===== src/rtl/maquina_estados_mascota.sv =====
// Virtual pet controller: a 1-s tick timebase (shortened in test mode) paces
// evaluation of four need levels into a pet state with death after sustained neglect.
//
// state      | meaning
// NEUTRO     | no strong need, not all needs full
// FELIZ      | all four needs full
// HAMBRIENTO | energy low
// CANSADO    | rest low
// TRISTE     | mood low
// ENFERMO    | medicine low
// DORMIDO    | asleep after rest hit zero; waits for full rest
// MUERTO     | critical too long; only reset leaves
module maquina_estados_mascota #(
    parameter int CICLOS_SEG  = 50000000,
    parameter int CICLOS_TEST = 5000000,
    parameter int T_MUERTE    = 10
) (
    input  logic       clk,
    input  logic       reset,
    input  logic       test,
    input  logic [1:0] Nivel_Animo,
    input  logic [1:0] Nivel_Energia,
    input  logic [1:0] Nivel_Descanso,
    input  logic [1:0] Nivel_Medicina,
    output logic [2:0] estado,
    output logic       Activo_Comida,
    output logic       Activo_Medicina,
    output logic       modo_test,
    output logic       tick_seg
);

    localparam int CMAX = (CICLOS_SEG > CICLOS_TEST) ? CICLOS_SEG : CICLOS_TEST;
    localparam int CW   = $clog2(CMAX + 1);
    localparam int KW   = $clog2(T_MUERTE + 1);

    typedef enum logic [2:0] {
        NEUTRO     = 3'd0,
        FELIZ      = 3'd1,
        HAMBRIENTO = 3'd2,
        CANSADO    = 3'd3,
        TRISTE     = 3'd4,
        ENFERMO    = 3'd5,
        DORMIDO    = 3'd6,
        MUERTO     = 3'd7
    } estado_t;

    estado_t       estado_q, estado_d, cand;
    logic [CW-1:0] cnt_q, cnt_d, periodo_m1;
    logic [KW-1:0] crit_q, crit_d;
    logic          tick_q, tick_d;
    logic          modo_q, modo_d;
    logic          comida_q, comida_d;
    logic          medic_q, medic_d;
    logic          crit_inc;

    always_comb begin
        periodo_m1 = modo_q ? CW'(CICLOS_TEST - 1) : CW'(CICLOS_SEG - 1);
        modo_d     = modo_q;
        if (cnt_q >= periodo_m1) begin
            cnt_d  = '0;
            tick_d = 1'b1;
        end else begin
            cnt_d  = cnt_q + CW'(1);
            tick_d = 1'b0;
        end
        // A test pulse restarts the timebase and swallows any coincident wrap.
        if (test) begin
            modo_d = ~modo_q;
            cnt_d  = '0;
            tick_d = 1'b0;
        end
    end

    always_comb begin
        if (Nivel_Medicina <= 2'd1)
            cand = ENFERMO;
        else if (Nivel_Energia <= 2'd1)
            cand = HAMBRIENTO;
        else if (Nivel_Descanso <= 2'd1)
            cand = CANSADO;
        else if (Nivel_Animo <= 2'd1)
            cand = TRISTE;
        else if (Nivel_Animo == 2'd3 && Nivel_Energia == 2'd3 &&
                 Nivel_Descanso == 2'd3 && Nivel_Medicina == 2'd3)
            cand = FELIZ;
        else
            cand = NEUTRO;

        // Zero rest is expected while asleep, so it does not count as neglect.
        crit_inc = (Nivel_Animo == 2'd0) || (Nivel_Energia == 2'd0) ||
                   (Nivel_Medicina == 2'd0) ||
                   ((Nivel_Descanso == 2'd0) && (estado_q != DORMIDO));

        crit_d   = crit_q;
        estado_d = estado_q;
        if (tick_q) begin
            if (!crit_inc)
                crit_d = '0;
            else if (crit_q < KW'(T_MUERTE))
                crit_d = crit_q + KW'(1);

            if (estado_q == MUERTO)
                estado_d = MUERTO;
            else if (crit_inc && crit_d == KW'(T_MUERTE))
                estado_d = MUERTO;
            else if (estado_q == DORMIDO) begin
                if (Nivel_Medicina <= 2'd1)
                    estado_d = ENFERMO;
                else if (Nivel_Descanso == 2'd3)
                    estado_d = cand;
                else
                    estado_d = DORMIDO;
            end else if (estado_q == CANSADO && Nivel_Descanso == 2'd0)
                estado_d = (cand == ENFERMO) ? ENFERMO : DORMIDO;
            else
                estado_d = cand;
        end

        comida_d = !(estado_d == DORMIDO || estado_d == MUERTO);
        medic_d  = (estado_d == ENFERMO);
    end

    always_ff @(posedge clk) begin
        if (!reset) begin
            estado_q <= NEUTRO;
            cnt_q    <= '0;
            crit_q   <= '0;
            tick_q   <= 1'b0;
            modo_q   <= 1'b0;
            comida_q <= 1'b1;
            medic_q  <= 1'b0;
        end else begin
            estado_q <= estado_d;
            cnt_q    <= cnt_d;
            crit_q   <= crit_d;
            tick_q   <= tick_d;
            modo_q   <= modo_d;
            comida_q <= comida_d;
            medic_q  <= medic_d;
        end
    end

    assign estado          = estado_q;
    assign Activo_Comida   = comida_q;
    assign Activo_Medicina = medic_q;
    assign modo_test       = modo_q;
    assign tick_seg        = tick_q;

endmodule


===== config.mk =====
export PLATFORM = sky130hd
export DESIGN_NAME = maquina_estados_mascota
export DESIGN_NICKNAME = d
export VERILOG_FILES = /design/src/rtl/maquina_estados_mascota.sv
export SDC_FILE = /design/constraint.sdc
export NUM_CORES = 1
export LEC_CHECK = 0
export ABC_AREA = 1
export CORE_MARGIN = 2
export CORE_UTILIZATION = 59
export DETAILED_ROUTE_END_ITERATION = 8
export GPL_TIMING_DRIVEN = 0
export HOLD_SLACK_MARGIN = 0.03
export MAX_ROUTING_LAYER = met4
export PLACE_DENSITY = 0.8
export SLEW_MARGIN = 5
export SYNTH_ARGS = -nofsm -noshare
export SYNTH_HDL_FRONTEND = slang
export SYNTH_SLANG_ARGS = --single-unit

===== constraint.sdc =====
create_clock -name clk -period 4.3 [get_ports clk]
set_clock_uncertainty 0.2 [all_clocks]
set_input_delay 0.645 -clock clk [delete_from_list [all_inputs] [get_ports clk]]
set_output_delay 0.645 -clock clk [all_outputs]
set_load 0.01 [all_outputs]

==> impl_metrics.ini <==
[placement]
dp_hpwl_um = 3870
place_ws_ns = 1.81
io_buffers = 17
dp_cells = 414
routabilityCongestion = 0.907

[cells_and_area]
drive_above_1_share_pct = 8.87
stdcell_count = 422
fin_nets = 397
area_growth_syn_to_layout_pct = 13.0
diodes = 0
num-fill-cells = 349

[clock_network]
clockRootBuffer = clkbuf_8
htreeDepth = 2
clk_pin_slew_worst_paths_ns = 0.07
cts_buffers = 5
clock_sinks = 37
cts-resized-gates = 0
cts_setup_buffers = 0
cts_tree = yes
ctsHoldBuffers = 0
clk_latency_ns = 0.29
clk_path_buf_depth = 2

[global_routing]
track_usage_pct = 25.5
overflow = 0
antenna_found_initial = 0
grt_max_degree = 13
grt_first_pass_wirelength_um = 8650
grt_pass1_vias = 1989

[power_and_ir_drop]
power.density_mw_per_mm2 = 232
peakVddDrop_mv = 0.216
leakagePower_nw = 1.17
power_mw = 0.634

[floorplan]
die_x_um = 68.1
die_h_um = 68.1
core_area_sq_mm = 0.00397
initial_core_util_pct = 61.0
pin_count = 18
die_area_sq_mm = 0.00463
row_count = 23

[synth]
synthArstFlopShare_pct = 0
synth_edf_count = 0
syn_inst = 347
syn_nets = 373
syn_area_sq_mm = 0.00242
synth.largest_area_cell = dfxtp_1
synth_area_per_cell_sq_um = 6.98
yosys_most_used_dff = dfxtp_1
ys_seq_area_share_pct = 30.6
synth.top_cell.area_share_pct = 30.6
synth-seq-cells = 37
synth_area_leaders = dfxtp_1, nand2_1, nor2_1, inv_1, ha_1
yosys.cell_count.top_type = nand2_1
yosysWarnings = 0
netlist_top_cells_count = nand2_1, nor2_1, inv_1
yosysUniqueCellTypes = 33

[timing]
finalSetupViolations = 0
worst_slew_pin_slew_ns = 0.552
relSlewSlack_pct = 63.1
fin_crit_ns = 2.52
holdWs_ns = 0.295
rsz0062_at_grt = no
maxSlewViolCount = 0
fin_crit_sh_pct = 58.5
hold_viol_final = 0
max_freq_mhz = 397
finalSetupTns_ns = 0
setup_slack_ns = 1.78

[worst_setup_path]
cp-start-kind = flop
critPathMaxStageDelay_ns = 0.67
worst-path-max-fanout = 12
worstPathArrival_ns = 2.54
crit_slowest_cell = dfxtp_1
crit_chain = inv_1 -> ha_1 -> a21oi_1 -> o21a_1 -> o21ai_0 -> nand2_1 -> nand4_4 -> buf_6 -> nor2_1
critPathKind = flop to flop
critPathRequiredTime_ns = 4.33
cp-end-kind = flop

[route]
drtIter0Drc = 129
vias = 2186
detail_route.wirelength_um = 4980
wl_per_cell_um = 11.8
firstDrtPassIters = 4
detail-route-antenna-nets = 0
drc = 0
viasPerCell = 5.18

[min_path]
hold_class = flop to flop

[outcome]
outcome = finished, final reports clean

[run]
drv_cap = 0
-- power by group --
group	internal (mW)	switching, mW	total (mW)
registers	0.344	0.00540	0.350
clock network	0.112	0.124	0.236
logic	0.0229	0.0251	0.0480
total	0.480	0.154	0.634
-- sequential cells by signal, summed over array words and instances (netlist names) --
register / cells
cnt_q: 26
crit_q: 4
Activo_Medicina: 1
Activo_Comida: 1
tick_seg: 1
estado: 3
modo_test: 1
-- final timing paths --
path / to / cells past startpoint / startpoint / slack [ns]
min: cnt_q[0] / 1 / cnt_q[0] / 0.29
min reg2reg: cnt_q[0] / 1 / cnt_q[0] / 0.29
max reg2reg: cnt_q[17] / 9 / modo_test / 1.78
max: cnt_q[17] / 9 / modo_test / 1.78
-- cell type report --
| type | count | area (sq um) | area share (%) |
|---|---|---|---|
| flip-flops and latches | 37 | 741 | 27.1 |
| clock buffers | 6 | 72.6 | 2.65 |
| multi-input cells | 252 | 1450 | 52.9 |
| plain buffers | 2 | 22.5 | 0.823 |
| inverters | 56 | 210 | 7.68 |
| well taps | 50 | 62.6 | 2.29 |
| clock inverters | 2 | 10.0 | 0.366 |
| repair buffers | 17 | 170 | 6.22 |
-- per-layer routing --
layer	GRT usage, %	routed length (um)	vias to the layer above
li1	-	-	1148
met1	33.4	2450	991
met2	39.3	2270	37
met3	5.10	174	10
met4	8.50	88	0
met5	-	0	-
-- metrics by stage --
stage	util, %	area (sq um)
after global placement	66.9	2660
after detailed placement	66.9	2660
after CTS	68.9	2740
final	68.9	2740
after global routing	68.9	2740
after floorplan	-	2420
-- cell usage in the layout, fill, tap and decap left out --
cell             synthesis  layout
a211oi_1                 1       1
a21oi_1                  9       9
and2_4                   1       1
buf_6                    2       2
clkbuf_1                 0       1
clkbuf_8                 0       5
clkdlybuf4s50_1          0      17
clkinv_2                 0       2
dfxtp_1                 37      37
ha_1                    15      15
inv_1                   54      54
inv_2                    2       2
nand2_1                 72      72
nand2_2                  3       3
nand3_1                 16      16
nand3_2                  2       2
nand3_4                  1       1
nand3b_1                 3       3
nand4_1                 11      11
nand4_4                  1       1
nor2_1                  58      58
nor2_2                   5       5
nor2_4                   2       2
nor2_8                   1       1
nor3_1                  11      11
nor3_2                   2       2
nor3_4                   1       1
nor4_2                   1       1
o211ai_1                 1       1
o21a_1                   3       3
o21ai_0                  3       3
o21ai_1                  1       1
o22ai_1                  1       1
or2_1                    1       1
or2_2                    2       2
xnor2_1                 13      13
xor2_1                  11      11
-- critical path: cells and delay by family, from the launching register on --
family,cells,cell delay (ns)
adder cells (fa/ha/maj),1,0.37
AO/OA/AOI/OAI,3,0.35
buffers and inverters,2,0.43
flip-flops,1,0.67
AND/OR/NAND/NOR,3,0.42
-- kinds of logic after synthesis --
family	Yosys count	share of synthesized area (%)
xor+xnor	24	8.68
buf+inv	58	9.61
flops	37	30.6
simple gates	194	38.9
fa+ha+maj	15	7.75
compound gates	19	4.49
Note: power is estimated with default switching activity, not from simulation.
